File: config.mk
export PLATFORM = sky130hd
export DESIGN_NAME = lsu_mem_stage
export DESIGN_NICKNAME = d
export VERILOG_FILES = /design/src/rtl/lsu_mem_stage.sv
export SDC_FILE = /design/constraint.sdc
export NUM_CORES = 1
export LEC_CHECK = 0
export CAP_MARGIN = 30
export CORE_UTILIZATION = 50
export CTS_CLUSTER_SIZE = 12
export DETAILED_ROUTE_END_ITERATION = 7
export PLACE_DENSITY = 0.87
export SLEW_MARGIN = 5
export SYNTH_ARGS = -nofsm -noshare
export SYNTH_HDL_FRONTEND = slang
export SYNTH_SLANG_ARGS = --single-unit
File: constraint.sdc
create_clock -name clk -period 5.01 [get_ports clk]
set_input_delay 1.503 -clock clk [delete_from_list [all_inputs] [get_ports clk]]
set_output_delay 1.503 -clock clk [all_outputs]
set_load 0.01 [all_outputs]
File: src/rtl/lsu_mem_stage.sv
// Memory-stage load/store unit: request/ack data bus with wait states, misaligned accesses split into two beats.
// Build option: LSU_MISALIGN_TRAP_EN makes any misaligned access respond with resp_err and no bus traffic.
module lsu_mem_stage #(
  parameter int ADDR_W = 32,
  parameter int DATA_W = 32
) (
  input  logic              clk,
  input  logic              rst_n,
  input  logic              req_valid,
  output logic              req_ready,
  input  logic              req_store,
  input  logic [2:0]        req_funct3,
  input  logic [ADDR_W-1:0] req_addr,
  input  logic [DATA_W-1:0] req_wdata,
  output logic              resp_valid,
  output logic [DATA_W-1:0] resp_rdata,
  output logic              resp_err,
  output logic              bus_req,
  output logic              bus_we,
  output logic [ADDR_W-1:0] bus_addr,
  output logic [DATA_W/8-1:0] bus_be,
  output logic [DATA_W-1:0] bus_wdata,
  input  logic              bus_ack,
  input  logic [DATA_W-1:0] bus_rdata
);
  localparam int BE_W  = DATA_W / 8;
  localparam int BE2   = 2 * BE_W;
  localparam int OFF_W = $clog2(BE_W);
  localparam int IDX_W = $clog2(DATA_W);

  typedef enum logic [1:0] {IDLE, BEAT0, BEAT1, RESP} state_t;
  state_t state, stateNext;

  logic              accept;
  logic              reqErr;
  logic              storeQ;
  logic [2:0]        funct3Q;
  logic [ADDR_W-1:0] addrQ;
  logic [DATA_W-1:0] wdataQ;
  logic [DATA_W-1:0] loQ;
  logic [DATA_W-1:0] hiQ;
  logic              errQ;

  function automatic logic isLegal(input logic store, input logic [2:0] f3);
    logic wide;
    wide = (DATA_W == 64);
    if (store)
      return (f3 == 3'b000) || (f3 == 3'b001) || (f3 == 3'b010) || (wide && (f3 == 3'b011));
    else
      return (f3 inside {3'b000, 3'b001, 3'b010, 3'b100, 3'b101}) ||
             (wide && ((f3 == 3'b011) || (f3 == 3'b110)));
  endfunction

  assign accept = req_valid & req_ready;

`ifdef LSU_MISALIGN_TRAP_EN
  logic [OFF_W-1:0] reqOff;
  logic [3:0]       reqSize;
  assign reqOff  = req_addr[OFF_W-1:0];
  assign reqSize = 4'd1 << req_funct3[1:0];
  assign reqErr  = ~isLegal(req_store, req_funct3) | (|(reqOff & OFF_W'(reqSize - 4'd1)));
`else
  assign reqErr  = ~isLegal(req_store, req_funct3);
`endif

  logic [OFF_W-1:0]  offQ;
  logic [3:0]        sizeQ;
  logic [4:0]        spanQ;
  logic              split;
  logic [OFF_W+2:0]  byteSh;
  logic [BE2-1:0]    sizeMask;
  logic [BE2-1:0]    laneMask;
  logic [ADDR_W-1:0] alignedAddr;
  logic [DATA_W-1:0] rotWdata;

  assign offQ        = addrQ[OFF_W-1:0];
  assign sizeQ       = 4'd1 << funct3Q[1:0];
  assign spanQ       = 5'(offQ) + 5'(sizeQ);
  assign split       = spanQ > 5'(BE_W);
  assign byteSh      = {offQ, 3'b000};
  assign sizeMask    = (BE2'(1) << sizeQ) - BE2'(1);
  // Low half of the shifted mask covers beat 0, high half the spill-over lanes of beat 1.
  assign laneMask    = sizeMask << offQ;
  assign alignedAddr = {addrQ[ADDR_W-1:OFF_W], {OFF_W{1'b0}}};
  assign rotWdata    = (wdataQ << byteSh) | (wdataQ >> (DATA_W - int'(byteSh)));

  logic [DATA_W-1:0] loadRaw;
  logic [DATA_W-1:0] keepMask;
  logic [DATA_W-1:0] loadExt;
  logic              signBit;
  int unsigned       nBits;

  assign nBits    = 32'(sizeQ) << 3;
  assign loadRaw  = DATA_W'({hiQ, loQ} >> byteSh);
  assign keepMask = {DATA_W{1'b1}} >> (DATA_W - nBits);
  assign signBit  = ~funct3Q[2] & loadRaw[IDX_W'(nBits - 1)];
  assign loadExt  = (loadRaw & keepMask) | ({DATA_W{signBit}} & ~keepMask);

  always_ff @(posedge clk or negedge rst_n) begin
    if (!rst_n) state <= IDLE;
    else        state <= stateNext;
  end

  always_comb begin
    stateNext = state;
    unique case (state)
      IDLE:    if (req_valid) stateNext = reqErr ? RESP : BEAT0;
      BEAT0:   if (bus_ack) stateNext = split ? BEAT1 : RESP;
      BEAT1:   if (bus_ack) stateNext = RESP;
      RESP:    if (req_valid) stateNext = reqErr ? RESP : BEAT0;
               else stateNext = IDLE;
      default: stateNext = IDLE;
    endcase
  end

  always_ff @(posedge clk or negedge rst_n) begin
    if (!rst_n) begin
      storeQ  <= 1'b0;
      funct3Q <= '0;
      addrQ   <= '0;
      wdataQ  <= '0;
      loQ     <= '0;
      hiQ     <= '0;
      errQ    <= 1'b0;
    end else begin
      if (accept) begin
        storeQ  <= req_store;
        funct3Q <= req_funct3;
        addrQ   <= req_addr;
        wdataQ  <= req_wdata;
        errQ    <= reqErr;
        loQ     <= '0;
        hiQ     <= '0;
      end
      if ((state == BEAT0) && bus_ack) loQ <= bus_rdata;
      if ((state == BEAT1) && bus_ack) hiQ <= bus_rdata;
    end
  end

  assign req_ready  = (state == IDLE) || (state == RESP);
  assign bus_req    = (state == BEAT0) || (state == BEAT1);
  assign bus_we     = bus_req & storeQ;
  assign bus_addr   = (state == BEAT0) ? alignedAddr :
                      (state == BEAT1) ? alignedAddr + ADDR_W'(BE_W) : '0;
  assign bus_be     = (state == BEAT0) ? laneMask[BE_W-1:0] :
                      (state == BEAT1) ? laneMask[BE2-1:BE_W] : '0;
  assign bus_wdata  = bus_req ? rotWdata : '0;
  assign resp_valid = (state == RESP);
  assign resp_err   = resp_valid & errQ;
  assign resp_rdata = (resp_valid & ~errQ & ~storeQ) ? loadExt : '0;
endmodule

==> reports/qor.csv <==
stage,metric,value,unit
outcome,status,"finished, final reports clean",
place,placed_cell_area,10200,sq um
clock_tree,post_cts_resized,0,
timing,finClkSkew,0.00359,ns
timing,period_share,0.952,
finish,most-common-layout-cells,"clkdlybuf4s50_1, dfrtp_1, mux2_2",
worst_setup_path,crit_fanout,13,
synthesis,async_flop_share,1.00,
die,dieArea,16400,sq um
hold_path,holdCritStartpoint,hiQ[15],
synthesis,synth_top_cell_by_area,dfrtp_1,
route,vias,7546,
worst_setup_path,critical_path_arrival,3.26,ns
power,vdd_ir_drop_max,0.578,mV
clock_tree,ctsRootBufferMaster,clkbuf_16,
worst_setup_path,rr_worst_depth,7,
worst_setup_path,rr_endpoint,state[0],
worst_setup_path,r2r_start,addrQ[0],
timing,setup_viol,0,
clock_tree,clkSinkCount,127,
global_routing,grt_max_degree,75,
die,coreArea,15400,sq um
synthesis,synth_edf_count,0,
timing,setup_tns,0,ns
timing,rsz0062_at_grt,no,
synthesis,syn_area_per_cell,9.72,sq um
hold_path,hold_depth,1,
worst_setup_path,crit_path_end_kind,primary output,
route,drt_iter0_markers,735,
route,drc,0,
timing,finalHoldViolCount,0,
finish,drive_gt1_frac,0.162,
die,start_util,0.518,
worst_setup_path,reg2reg_slack,2.54,ns
global_routing,track_usage,0.297,
power,cellPowerDensity,736,nW/um^2
synthesis,synth_seq_cells,127,
clock_tree,insertion_delay,0.42,ns
finish,fillers,1123,
hold_path,whs_endpoint,hiQ[15],
route,post_drt_wl_per_cell,19.4,um
clock_tree,clk_path_buf_depth,2,
global_routing,grt_pass1_vias,7180,
timing,worst_pin_slew,1.01,ns
synthesis,synth_top_area_frac,0.399,
power,power,7.95,mW
synthesis,synth_warnings,0,
clock_tree,cts_buffers,17,
finish,syn_to_final_growth,35.7,%
synthesis,yosysSeqAreaShare,0.399,
timing,max_freq,210,MHz
timing,final_max_slew_viol_count,0,
timing,period_minus_slack,4.77,ns
global_routing,grt_overflow,0,
route,first_pass_iters,7,
clock_tree,cts_tree,yes,
route,postRouteAntennaNets,0,
place,portBuffers,206,
worst_setup_path,start_kind,flop,
timing,max_slew_margin,0.326,
place,dp_hpwl,16000,um
clock_tree,h-tree-depth,4,
die,rows,45,
global_routing,antenna_found_initial,1,
place,gp_congestion,0.918,
route,viasPerCell,6.17,
run,max-cap-violations,0,
finish,final_area,10800,sq um
synthesis,yosys-top-cells-area,"dfrtp_1, mux2_2, a22o_1",
synthesis,netlist_instances,819,
worst_setup_path,worstSetupPathType,reg -> out,
finish,layout_commonest_cell,clkdlybuf4s50_1,
worst_setup_path,critPathRequiredTime,3.51,ns
synthesis,syn_area,7960,sq um
global_routing,grt_first_pass_wirelength,38000,um
hold_path,worstHoldPathType,reg -> reg,
die,io_pins,209,
power,static-leakage-power,4.40,nW
synthesis,synth-main-ff-cell,dfrtp_1,
clock_tree,clk_pin_slew,0.06,ns
synthesis,synth.distinct_cells,62,
die,die_w,128,um
route,routed_wl,23700,um
finish,nets,1120,
die,die_h,128,um
-- logic make-up after synthesis --
| family | share of synthesized area |
|---|---|
| other | 0.000471 |
| XOR/XNOR | 0.0110 |
| flip-flops | 0.399 |
| buffers and inverters | 0.0467 |
| AND/OR/NAND/NOR | 0.130 |
| AO/OA/AOI/OAI | 0.211 |
| multiplexers | 0.174 |
| adder cells (fa/ha/maj) | 0.0277 |
-- synth_stat cells, types with 4 or more instances --
library cell / number
a21oi_1: 50
o22ai_1: 17
mux2_2: 88
nor3_1: 16
or4_1: 5
and4_1: 4
o31ai_1: 7
inv_1: 20
o32ai_1: 7
xor2_1: 7
o21ai_0: 34
nor2_1: 61
buf_2: 11
mux2i_1: 37
nor2b_1: 5
nand4_1: 5
or2_2: 6
nand2b_1: 4
and2_1: 5
ha_1: 16
a221oi_1: 23
dfrtp_1: 127
o2bb2ai_1: 4
a22oi_1: 5
or3_1: 10
buf_1: 7
a22o_1: 58
nand3_1: 18
nand2_1: 57
clkbuf_1: 49
a222oi_1: 8
-- metal layers --
layer | up-vias | track usage | share of wire | wire, um
met5 | - | 0 | 0 | 0
met2 | 422 | 0.462 | 0.48 | 11300
li1 | 3431 | - | - | -
met1 | 3655 | 0.400 | 0.42 | 9880
met3 | 38 | 0.0743 | 0.083 | 1960
met4 | 0 | 0.111 | 0.023 | 551
-- through the flow --
stage / setup slack (ns) / cells / utilization / hold slack, ns
2_1_floorplan: 0.848 / 820 / - / 0.461
3_3_place_gp: 0.588 / 1186 / 0.662 / 0.478
3_5_place_dp: 0.455 / 1186 / 0.662 / 0.481
4_1_cts: 0.00310 / 1221 / 0.701 / 0.500
5_1_grt: 0.0989 / 1224 / 0.703 / 0.509
6_report: 0.242 / 1224 / 0.703 / 0.498
-- report_power, final --
part | switching, mW | internal [mW]
sequential | 0.478 | 1.46
clock | 0.498 | 0.739
combinational | 2.42 | 2.35
total | 3.40 | 4.55
-- worst max-delay path, stage by stage (launching register included) --
cell,delay [ns]
dfrtp_1,0.41
inv_1,0.11
ha_1,0.22
buf_4,0.18
and3b_1,0.28
nand4_1,0.20
buf_4,0.23
buf_4,0.14
or3_1,0.33
a21oi_1,0.18
clkdlybuf4s50_1,0.56
-- worst max path at each step --
stage          startpoint             to  cells after the start  slack, ns
2_1_floorplan    addrQ[1]  bus_wdata[29]                     11       0.85
3_3_place_gp     state[1]   bus_addr[22]                      8       0.59
3_5_place_dp     state[1]   bus_addr[21]                      8       0.46
4_1_cts          state[1]   bus_addr[22]                      8      0.003
5_1_grt          state[1]   bus_addr[26]                      9        0.1
6_report         state[1]   bus_addr[28]                     10       0.24
-- final cells by class --
cell class	count	area, sq um	area share
clock buffers	17	425	0.0394
diodes	1	2.50	0.000232
well taps	211	264	0.0244
inverters	21	78.8	0.00730
flip-flops and latches	127	3180	0.295
repair buffers	231	2260	0.209
clock inverters	15	164	0.0152
multi-input cells	601	4420	0.410
-- state kept, by name (all words and copies together), names as in the netlist --
signal / count
funct3Q: 3
storeQ: 1
loQ: 32
errQ: 1
addrQ: 32
wdataQ: 32
state: 2
hiQ: 24
-- repair_timing --
action,in CTS,in global routing
hold buffers,0,0
pin swaps,0,0
setup buffers,3,2
endpoints found under the setup margin,1,4
(Power assumes the default switching activity.)
